**config.mk**
```make
export PLATFORM = sky130hd
export DESIGN_NAME = esp_tx_scheduler
export DESIGN_NICKNAME = d
export VERILOG_FILES = /design/src/rtl/esp_tx_scheduler.sv
export SDC_FILE = /design/constraint.sdc
export NUM_CORES = 1
export LEC_CHECK = 0
export BUFFER_PORTS_ARGS = -buffer_cell sky130_fd_sc_hd__clkbuf_2
export CAP_MARGIN = 20
export CORE_ASPECT_RATIO = 1.4
export CORE_MARGIN = 1
export CORE_UTILIZATION = 45
export DETAILED_ROUTE_END_ITERATION = 12
export PLACE_DENSITY = 0.64
export SLEW_MARGIN = 20
export SYNTH_ARGS = -nofsm -noshare
export SYNTH_HDL_FRONTEND = slang
export SYNTH_SLANG_ARGS = --single-unit
```
**constraint.sdc**
```tcl
create_clock -name HCLK -period 3.4 [get_ports HCLK]
set_input_delay 0.51 -clock HCLK [delete_from_list [all_inputs] [get_ports HCLK]]
set_output_delay 0.51 -clock HCLK [all_outputs]
set_load 0.1 [all_outputs]
```
**src/rtl/esp_tx_scheduler.sv**
```systemverilog
// -----------------------------------------------------------------------------
// esp_tx_scheduler
//   Sequences 16-bit frames into the ESP8266 SPI transmitter using a
//   spi_start / spi_data / spi_stop level handshake. Two producers
//   (req0: heart-rate samples, req1: status/commands) are arbitrated
//   round-robin into a shared circular FIFO. After each frame an idle gap
//   is inserted. A frame whose spi_stop edge never arrives is dropped after
//   a timeout, and that event sets a sticky error flag.
//
// Ports
//   HCLK, HRESET              clock, synchronous active-high reset
//   req0_valid/data/ready     producer 0 valid/ready handshake (16-bit word)
//   req1_valid/data/ready     producer 1 valid/ready handshake (16-bit word)
//   spi_data, spi_start       frame word and level request to the SPI master
//   spi_stop                  frame-done level from the SPI master (already
//                             synchronized to HCLK; its rising edge is used)
//   clr_err                   clears err_timeout
//   busy                      FSM not idle or FIFO not empty
//   fifo_count                number of occupied FIFO entries
//   err_timeout               sticky flag: a frame was dropped on timeout
// -----------------------------------------------------------------------------
module esp_tx_scheduler #(
  parameter int FIFO_DEPTH     = 8,
  parameter int GAP_CYCLES     = 16,
  parameter int TIMEOUT_CYCLES = 4096
) (
  input  logic                              HCLK,
  input  logic                              HRESET,
  input  logic                              req0_valid,
  input  logic [15:0]                       req0_data,
  output logic                              req0_ready,
  input  logic                              req1_valid,
  input  logic [15:0]                       req1_data,
  output logic                              req1_ready,
  output logic [15:0]                       spi_data,
  output logic                              spi_start,
  input  logic                              spi_stop,
  input  logic                              clr_err,
  output logic                              busy,
  output logic [$clog2(FIFO_DEPTH+1)-1:0]   fifo_count,
  output logic                              err_timeout
);

  localparam int AW = $clog2(FIFO_DEPTH);
  localparam int CW = $clog2(FIFO_DEPTH + 1);
  localparam int TW = $clog2(TIMEOUT_CYCLES + 1);
  localparam int GW = $clog2(GAP_CYCLES + 1);

  typedef enum logic [1:0] {
    S_IDLE   = 2'd0,
    S_LOAD   = 2'd1,
    S_ACTIVE = 2'd2,
    S_GAP    = 2'd3
  } state_t;

  state_t          state_q, state_d;
  logic [15:0]     mem_q [FIFO_DEPTH];
  logic [AW-1:0]   wr_ptr_q, wr_ptr_d;
  logic [AW-1:0]   rd_ptr_q, rd_ptr_d;
  logic [CW-1:0]   count_q, count_d;
  logic            rr_ptr_q, rr_ptr_d;
  logic            stop_q;
  logic [TW-1:0]   tmo_cnt_q, tmo_cnt_d;
  logic [GW-1:0]   gap_cnt_q, gap_cnt_d;
  logic [15:0]     spi_data_q, spi_data_d;
  logic            spi_start_q, spi_start_d;
  logic            err_q, err_d;
  logic            busy_q, busy_d;

  logic            full_s;
  logic            empty_s;
  logic            acc0_s;
  logic            acc1_s;
  logic            push_s;
  logic            pop_s;
  logic [15:0]     push_data_s;
  logic            stop_rise_s;
  logic            err_set_s;

  // Full is taken from the registered count only: a pop in the same cycle
  // does not reopen the inputs (no bypass path).
  assign full_s  = (count_q == CW'(FIFO_DEPTH));
  assign empty_s = (count_q == {CW{1'b0}});

  assign req0_ready = ~full_s & (~req1_valid | ~rr_ptr_q);
  assign req1_ready = ~full_s & (~req0_valid |  rr_ptr_q);

  // The ready equations already make the two accepts exclusive; the extra
  // qualifier keeps at most one push per cycle explicit.
  assign acc0_s      = req0_valid & req0_ready;
  assign acc1_s      = req1_valid & req1_ready & ~acc0_s;
  assign push_s      = acc0_s | acc1_s;
  assign push_data_s = acc0_s ? req0_data : req1_data;
  assign pop_s       = (state_q == S_LOAD);

  // A stop level already high when ACTIVE is entered produces no edge.
  assign stop_rise_s = spi_stop & ~stop_q;

  assign spi_data    = spi_data_q;
  assign spi_start   = spi_start_q;
  assign busy        = busy_q;
  assign fifo_count  = count_q;
  assign err_timeout = err_q;

  // FIFO pointer/count and round-robin next-state
  always_comb begin
    wr_ptr_d = wr_ptr_q;
    rd_ptr_d = rd_ptr_q;
    count_d  = count_q;
    rr_ptr_d = rr_ptr_q;
    if (push_s) begin
      wr_ptr_d = wr_ptr_q + AW'(1);
    end else begin
      wr_ptr_d = wr_ptr_q;
    end
    if (pop_s) begin
      rd_ptr_d = rd_ptr_q + AW'(1);
    end else begin
      rd_ptr_d = rd_ptr_q;
    end
    case ({push_s, pop_s})
      2'b10:   count_d = count_q + CW'(1);
      2'b01:   count_d = count_q - CW'(1);
      default: count_d = count_q;
    endcase
    // The side just served loses the next tie.
    if (acc0_s) begin
      rr_ptr_d = 1'b1;
    end else if (acc1_s) begin
      rr_ptr_d = 1'b0;
    end else begin
      rr_ptr_d = rr_ptr_q;
    end
  end

  // Frame sequencing FSM: next state, frame outputs and counters
  always_comb begin
    state_d     = state_q;
    spi_start_d = spi_start_q;
    spi_data_d  = spi_data_q;
    tmo_cnt_d   = tmo_cnt_q;
    gap_cnt_d   = gap_cnt_q;
    err_set_s   = 1'b0;
    case (state_q)
      S_IDLE: begin
        if (!empty_s) begin
          state_d = S_LOAD;
        end else begin
          state_d = S_IDLE;
        end
      end
      S_LOAD: begin
        spi_data_d  = mem_q[rd_ptr_q];
        spi_start_d = 1'b1;
        tmo_cnt_d   = {TW{1'b0}};
        state_d     = S_ACTIVE;
      end
      S_ACTIVE: begin
        if (stop_rise_s) begin
          spi_start_d = 1'b0;
          gap_cnt_d   = {GW{1'b0}};
          state_d     = S_GAP;
        end else if (tmo_cnt_q == TW'(TIMEOUT_CYCLES - 1)) begin
          // Frame is abandoned; the FIFO head was already consumed in LOAD.
          spi_start_d = 1'b0;
          gap_cnt_d   = {GW{1'b0}};
          err_set_s   = 1'b1;
          state_d     = S_GAP;
        end else begin
          tmo_cnt_d = tmo_cnt_q + TW'(1);
        end
      end
      S_GAP: begin
        gap_cnt_d = gap_cnt_q + GW'(1);
        if (gap_cnt_q == GW'(GAP_CYCLES - 1)) begin
          state_d = S_IDLE;
        end else begin
          state_d = S_GAP;
        end
      end
      default: begin
        state_d     = S_IDLE;
        spi_start_d = 1'b0;
      end
    endcase
  end

  // Sticky error (a new timeout wins over clr_err) and registered busy
  always_comb begin
    if (err_set_s) begin
      err_d = 1'b1;
    end else if (clr_err) begin
      err_d = 1'b0;
    end else begin
      err_d = err_q;
    end
    busy_d = (state_d != S_IDLE) | (count_d != {CW{1'b0}});
  end

  // Control and output registers
  always_ff @(posedge HCLK) begin
    if (HRESET) begin
      state_q     <= S_IDLE;
      wr_ptr_q    <= {AW{1'b0}};
      rd_ptr_q    <= {AW{1'b0}};
      count_q     <= {CW{1'b0}};
      rr_ptr_q    <= 1'b0;
      stop_q      <= 1'b0;
      tmo_cnt_q   <= {TW{1'b0}};
      gap_cnt_q   <= {GW{1'b0}};
      spi_data_q  <= 16'h0000;
      spi_start_q <= 1'b0;
      err_q       <= 1'b0;
      busy_q      <= 1'b0;
    end else begin
      state_q     <= state_d;
      wr_ptr_q    <= wr_ptr_d;
      rd_ptr_q    <= rd_ptr_d;
      count_q     <= count_d;
      rr_ptr_q    <= rr_ptr_d;
      stop_q      <= spi_stop;
      tmo_cnt_q   <= tmo_cnt_d;
      gap_cnt_q   <= gap_cnt_d;
      spi_data_q  <= spi_data_d;
      spi_start_q <= spi_start_d;
      err_q       <= err_d;
      busy_q      <= busy_d;
    end
  end

  // FIFO storage; contents need no reset since occupancy is tracked by count
  always_ff @(posedge HCLK) begin
    if (push_s) begin
      mem_q[wr_ptr_q] <= push_data_s;
    end
  end

endmodule

```
==> impl_results.md, run 1 <==
* Outcome: complete, no violations
* Clk pin slew, worst setup/hold paths at 0.06 ns
* Post-synthesis xor/xnor area fraction at 0.01904
* Clock tree buffer depth at 2
* # IOs at 63
* Crit Path Class: flop to flop
* Pint at about 0.0045 W
* Critical path endpoint category: flop
* Most frequent cells in the layout: edfxtp_1, clkbuf_2, nor2_1
* Mapped Area at roughly 0.0074 sq mm
* Chip Width at about 110 um
* GRT overflow at 0
* Post-Syn Nets at approximately 530
* Post-CTS setup buffers at 0
* Tot Pwr at approximately 0.0070 W
* Routed Antenna Nets at 0
* Max IR drop VDD at approximately 0.72 mV
* Vias in the first global route at ~4400
* Post-synthesis sequential area ratio at 0.6611
* Iter 0 DRT Violations at 212
* Post-synthesis compound-gate area fraction at 0.04081
* Commonest non-fill, non-tap cell in the layout: edfxtp_1
* Hold Fails Final Rpt at 0
* Max-Cap Viols at 0
* Initial antenna violation count at 0
* PwrDens at 808.3 mW/mm^2
* CP Data Required Time at 3.71 ns
* Critical Path Source Type: flop
* Total Routed Length at ~14000 um
* Worst Tran Pin Value at between 0.9 and 1 ns
* Final Skew at between 0.009 and 0.01 ns
* Worst Path Max Fanout at 8
* Dpl hpwl at about 9000 um
* Chip height at ~150 um
* Switch Pwr at between 0.002 and 0.0025 W
* Final Slew Violations at 0
* Share of cells above drive strength 1 at 0.3030
* CTS sink cnt at ~180
* Synth Instances at 484
* DRC at 0
* Vias after detailed routing at 4266
* EDFF count, synth at around 130
* Initial Util at 0.4654
* Depth of the CTS H-tree at 4
* Synthesis-to-layout area growth at 17.14%
* Yosys cell types at 46
* Final setup TNS at 0 ns
* Cts repair resizes at 0
* N_diodes at 0
* Critical Path AT at 3.44 ns
* Drt via density at about 5.6
* Synth Area in Adders at 0.02040
* DIE AREA at between 0.015 and 0.02 sq mm
* Post-synthesis mux area share at 0.1498
* Setup Viol. Count Final at 0
* Tcrit/Tclk final at 0.9214
* Hold buffers post-CTS at 0
* Syn avg cell area at 15.20 sq um
* Top FF cell, synth: edfxtp_1
* CTS Root Cell: clkbuf_16
* Post-synthesis simple-gate area fraction at 0.08961
* RePlAce Congestion at approximately 0.79
* Clock power share at 0.288
* Async SR Flop Fraction at 0
* Worst slew margin at 0.3596
* Global-route wire length before repair at around 23000 um
* Hold Path Class: input pin to flop
* Tot GR Track Use at 0.1901
* Gate power share at 0.306
* Port Buffers at 62
* RSZ-0062 raised after global routing: false
* Leak at a little under 3 nW
* FP Rows at 54
* Max Fclk at roughly 0.32 GHz
* Largest net degree at the start of global routing at 41
* CTS buffer count at 17
* DR WL/cell at between 15 and 20 um
* Final min period at about 3.1 ns
* Drt first pass iters at 4
* Worst-Skew Late Latency at approximately 0.43 ns
* Final nets at 608
* Sequential share of power at 0.406
* CTS tree: done
* Core area at around 0.016 sq mm
* FF+latch count, synth at ~180
* Largest family of logic cells by synthesized area: multiplexers
* Synth warn at 0
* Switching Share at 0.3509
## state kept, by name (all words and copies together) (netlist names)
register,count
spi_data,16
tmo_cnt_q,13
rr_ptr_q,1
gap_cnt_q,5
busy,1
err_timeout,1
fifo_count,4
wr_ptr_q,3
rd_ptr_q,3
state_q,2
stop_q,1
mem_q,128
spi_start,1
## final timing paths
check,from,slack (ns),depth (start not counted),end
min,clr_err,0.34,3,err_timeout
max,fifo_count[1],0.27,11,busy
min reg2reg,tmo_cnt_q[12],0.46,2,tmo_cnt_q[12]
max reg2reg,fifo_count[1],0.27,11,busy
## Yosys cell counts (3+ instances only)
| library cell | instances | share of area |
|---|---|---|
| and3_1 | 3 | 0.0026 |
| buf_2 | 5 | 0.0034 |
| a211oi_1 | 17 | 0.017 |
| mux2i_1 | 19 | 0.026 |
| nand2_1 | 19 | 0.0097 |
| nand3_1 | 9 | 0.0061 |
| o21ai_0 | 3 | 0.0020 |
| ha_1 | 12 | 0.020 |
| a21oi_1 | 11 | 0.0075 |
| nor2_1 | 51 | 0.026 |
| xnor2_1 | 11 | 0.013 |
| nor2b_1 | 5 | 0.0043 |
| nor4_1 | 3 | 0.0026 |
| xor2_1 | 5 | 0.0060 |
| nand4_1 | 3 | 0.0026 |
| nand2b_1 | 6 | 0.0051 |
| inv_1 | 10 | 0.0051 |
| mux2_2 | 17 | 0.026 |
| clkbuf_1 | 17 | 0.0087 |
| dfxtp_1 | 51 | 0.14 |
| mux4_2 | 32 | 0.098 |
| or2_2 | 3 | 0.0026 |
| nor3_1 | 12 | 0.0082 |
| nand3b_1 | 3 | 0.0031 |
| nor4b_1 | 3 | 0.0036 |
| edfxtp_1 | 128 | 0.52 |
## area by class of cell
cell class / count / area, sq um
clock inverter: 10 / 148.9
multi-input combinational: 271 / 2397
timing repair buffer: 79 / 462.9
sequential: 179 / 4873
clock buffer: 22 / 454.2
inverter: 10 / 37.54
fill: 1307 / 7191
tap: 196 / 245.2
## cell families (layout without fill, tap and decap cells)
| kind of cell | count (synthesis) | in the layout |
|---|---|---|
| muxes | 68 | 68 |
| AOI/OAI and AO/OA | 44 | 44 |
| and+or+nand+nor | 131 | 131 |
| DFF | 179 | 179 |
| xor gates and xnor gates | 16 | 16 |
| buffers and inverters | 34 | 121 |
| adders and majority gates | 12 | 12 |
## per-stage QoR
step / utilization / setup WS, ns / instances / hold slack [ns] / area [sq um]
6_report: 0.5452 / 0.2674 / 767 / 0.3406 / 8620
5_1_grt: 0.5452 / 0.01111 / 767 / 0.3406 / 8620
4_1_cts: 0.5452 / 0.2680 / 767 / 0.3244 / 8620
3_5_place_dp: 0.5070 / 0.3148 / 735 / 0.4550 / 8016
3_3_place_gp: 0.5070 / 0.4933 / 735 / 0.4517 / 8016
2_1_floorplan: - / 0.06432 / 484 / 0.4312 / 7382
## power by group through the flow
stage	logic, W	registers (W)	clock network [W]
floorplan	0.00106	0.00349	0
global placement	0.00213	0.00285	0
detailed placement	0.00216	0.00288	0
CTS	0.00216	0.00283	0.00205
global route	0.00229	0.00286	0.00213
finish	0.00213	0.00283	0.00201
## per-layer routing
layer  vias to the layer above  wire [um]  GRT usage
li1                       1996          -          -
met1                      2153       6005     0.2255
met2                        93       7668     0.3271
met3                        24        515    0.04350
met4                         0        287    0.07683
met5                         -          0          0
## worst max-delay path, stage by stage (launching register included)
cell	delay, ns
dfxtp_4	0.37
nor4b_2	0.40
nor2_1	0.12
inv_1	0.12
ha_1	0.29
xor2_1	0.11
ha_1	0.19
a21oi_1	0.15
mux2i_1	0.29
xor2_1	0.22
or4b_1	0.46
a211o_1	0.30
No activity file was read; power rests on OpenSTA's default activity.
==> run 2: changes to the inputs <==
ABC_AREA = 1   (was not set)
PLACE_DENSITY = not set   (was 0.64)
==> impl_results.md, run 2 <==
* Outcome: complete, no violations
* CP Data Required Time at 2.89 ns (-0.82 ns)
* Yosys top cell area share at 0.4948 (-0.02759)
* Final nets at 874 (+44%)
* Core area at 0.01682 sq mm (+6.4%)
* Setup Viol. Count Final at 0 (unchanged)
* DR WL/cell at 16.69 um (-12%)
* Pint at 0.004282 W (-5.3%)
* RR Startpoint: fifo_count[1]
* Post-synthesis simple-gate area fraction at 0.1667 (+0.07708)
* Share of cells above drive strength 1 at 0.1685 (-0.1345)
* Syn avg cell area at 10.16 sq um (-33%)
* Crit Path Class: flop to primary output
* Crit path max-delay family: buffers and inverters
* Drt via density at 5.396 (-3.0%)
* Depth of the CTS H-tree at 4 (unchanged)
* Worst-Skew Late Latency at 0.43 ns (about the same)
* Dpl hpwl at 11120 um (+21%)
* Final Skew at 0.007016 ns (-0.002120 ns)
* Hold Crit Start: spi_stop
* Iter 0 DRT Violations at 457 (+120%)
* Max-Cap Viols at 0 (unchanged)
* Clock power share at 0.274 (-0.014)
* Max reg flops at 128 (unchanged)
* Critical Path AT at 2.06 ns (-1.38 ns)
* R2R setup slack at 0.88 ns (+0.61 ns)
* Largest family of logic cells by synthesized area: simple AND/OR/NAND/NOR gates
* Hold Path End: stop_q
* Synth Area in Adders at 0.01933 (-0.001078)
* Post-synthesis compound-gate area fraction at 0.1322 (+0.09142)
* Critical path endpoint category: primary output
* Synth area leaders: edfxtp_1, dfxtp_1, nor2_1, o21ai_0, nand2_1
* Final min period at 2.567 ns (-0.5654 ns)
* Worst slew margin at 0.5163 (+0.1566)
* Synth top cells by count: nor2_1, edfxtp_1, nand2_1, o21ai_0, dfxtp_1
* Switch Pwr at 0.002943 W (+20%)
* CTS Root Cell: clkbuf_16
* Post-synthesis sequential area ratio at 0.6262 (-0.03492)
* Synth area leader: edfxtp_1
* Clock tree buffer depth at 2 (unchanged)
* Chip Width at 113.0 um (+2.7%)
* Max IR drop VDD at 0.3790 mV (-48%)
* Most frequent cells in the layout: nor2_1, edfxtp_1, nand2_1
* FP Rows at 56 (+3.7%)
* Post-CTS setup buffers at 0 (unchanged)
* Post-Syn Nets at 815 (+53%)
* DIE AREA at 0.01780 sq mm (+5.5%)
* Clk pin slew, worst setup/hold paths at 0.07 ns (about the same)
* Final setup TNS at 0 ns (unchanged)
* Tcrit/Tclk final at 0.7551 (-0.1663)
* Initial antenna violation count at 0 (unchanged)
* Worst hold path depth at 3 (unchanged)
* # IOs at 63 (unchanged)
* Yosys cell types at 38 (-17%)
* Synth Instances at 765 (+58%)
* Reg2Reg Depth at 16 (+5)
* Post-synthesis xor/xnor area fraction at 0.01015 (-0.008898)
* Worst Path Max Fanout at 18 (+10)
* Switching Share at 0.4073 (+0.05640)
* Port Buffers at 62 (unchanged)
* Cell Chain, Critical Path: or2_1 -> nor2_2 -> nand2_2 -> inv_2 -> a21oi_4 -> buf_4 -> clkbuf_2
* Final Slew Violations at 0 (unchanged)
* Top FF cell, synth: edfxtp_1
* DRC at 0 (unchanged)
* Gate power share at 0.347 (+0.041)
* Hold Fails Final Rpt at 0 (unchanged)
* CTS tree: done
* Sequential share of power at 0.379 (-0.027)
* Vias in the first global route at 5489 (+25%)
* CTS buffer count at 17 (unchanged)
* PwrDens at 815.1 mW/mm^2 (+0.84%)
* Leak at 3.294 nW (+12%)
* Synthesis-to-layout area growth at 14.11%
* CTS sink cnt at 179 (unchanged)
* Cts repair resizes at 0 (unchanged)
* Most common cell in the netlist: nor2_1
* Tot GR Track Use at 0.2091 (+0.01901)
* Mapped Area at 0.007769 sq mm (+5.6%)
* Vias after detailed routing at 5612 (+32%)
* Commonest non-fill, non-tap cell in the layout: nor2_1
* Worst path bufs/invs at 3 (+2)
* Initial Util at 0.4620 (-0.003437)
* Max Fclk at 0.3895 GHz (+22%)
* FF+latch count, synth at 179 (unchanged)
* Global-route wire length before repair at 27940 um (+20%)
* Async SR Flop Fraction at 0 (unchanged)
* Worst r2r dst: busy
* GRT overflow at 0 (unchanged)
* Worst Tran Pin Value at 0.7248 ns (-0.2357 ns)
* Chip height at 157.5 um (+2.7%)
* N_diodes at 0 (unchanged)
* Routed Antenna Nets at 0 (unchanged)
* Post-synthesis mux area share at 0 (-0.1498)
* Critical path's slowest cell: clkbuf_2
* Crit-path max cell delay at 0.50 ns (+0.04 ns)
* EDFF count, synth at 128 (unchanged)
* Critical Path Source Type: flop
* Largest reg by FF count: mem_q
* Hold buffers post-CTS at 0 (unchanged)
* RePlAce Congestion at 0.8597 (+9.3%)
* Drt first pass iters at 5 (+1)
* Largest net degree at the start of global routing at 66 (+61%)
* Hold Path Class: input pin to flop
* Synth warn at 0 (unchanged)
* Final Hold Slack at 0.2920 ns (-0.04858 ns)
* RSZ-0062 raised after global routing: false
* Total Routed Length at 17360 um (+20%)
-- run 2: changes by cell type after synthesis, sizes merged, moves of 16 or more --
| cell | delta |
|---|---|
| a211oi | -17 |
| a21oi | +33 |
| inv | +31 |
| mux2 | -17 |
| mux2i | -19 |
| mux4 | -32 |
| nand2 | +102 |
| nand3 | +24 |
| nor2 | +83 |
| o21ai | +102 |
| o22ai | +16 |
-- run 2: worst max path at each step --
stage | startpoint | endpoint | slack, ns | depth (start not counted)
6_report | fifo_count[0] | req0_ready | 0.83 | 7
4_1_cts | fifo_count[0] | req0_ready | 0.81 | 7
2_1_floorplan | fifo_count[0] | req1_ready | 0.19 | 5
3_5_place_dp | fifo_count[0] | busy | 0.90 | 16
3_3_place_gp | req1_valid | busy | 1.03 | 14
5_1_grt | fifo_count[0] | busy | 0.53 | 16
-- run 2: power groups by stage --
stage	registers [W]	logic [W]	clock network [W]
CTS	0.00274	0.00251	0.00200
finish	0.00274	0.00251	0.00198
detailed placement	0.00279	0.00250	0
floorplan	0.00351	0.00125	0
global route	0.00277	0.00274	0.00210
global placement	0.00278	0.00244	0
-- run 2: area by class of cell --
cell class,count,area (sq um)
fill,1470,7951
clock buffer,17,425.4
clock inverter,15,172.7
timing repair buffer,78,442.9
inverter,41,153.9
tap,203,254.0
multi-input combinational,507,2551
sequential,179,4865
-- run 2: worst reg2reg max path, cell delays in order, from the launching register on --
cell and delay [ns]:
dfxtp_1 0.35, or2_1 0.26, nor2_2 0.12, nand2_2 0.08
o21ai_2 0.16, ha_1 0.27, nor2_1 0.07, nor2_1 0.21
ha_1 0.27, nand2_1 0.09, nand2_1 0.05, nor2_1 0.10
nand2_1 0.06, nand2_1 0.07, nand2_1 0.06, a21oi_1 0.12
nand2_1 0.07
-- run 2: through the flow --
stage | setup slack [ns] | utilization | instances | power [W] | area, sq um
after global placement | 1.031 | 0.4916 | 1008 | 0.005215 | 8267
after global routing | 0.5342 | 0.5272 | 1040 | 0.007599 | 8865
final | 0.8328 | 0.5272 | 1040 | 0.007225 | 8865
after detailed placement | 0.9019 | 0.4916 | 1008 | 0.005293 | 8267
after floorplan | 0.1920 | - | 765 | 0.004761 | 7769
after CTS | 0.8101 | 0.5272 | 1040 | 0.007253 | 8865
-- run 2: layer usage --
metal / GRT usage / share of wire
met1: 0.2487 / 0.43
met2: 0.3658 / 0.50
met3: 0.03966 / 0.047
met4: 0.09586 / 0.027
met5: 0 / 0
-- run 2: kinds of logic (layout without fill, tap and decap cells) --
group,Yosys count,in the layout
AND/OR/NAND/NOR,302,302
AO/OA/AOI/OAI,184,184
flip-flops,179,179
buffers and inverters,79,151
adder cells (fa/ha/maj),12,12
XOR/XNOR,9,9
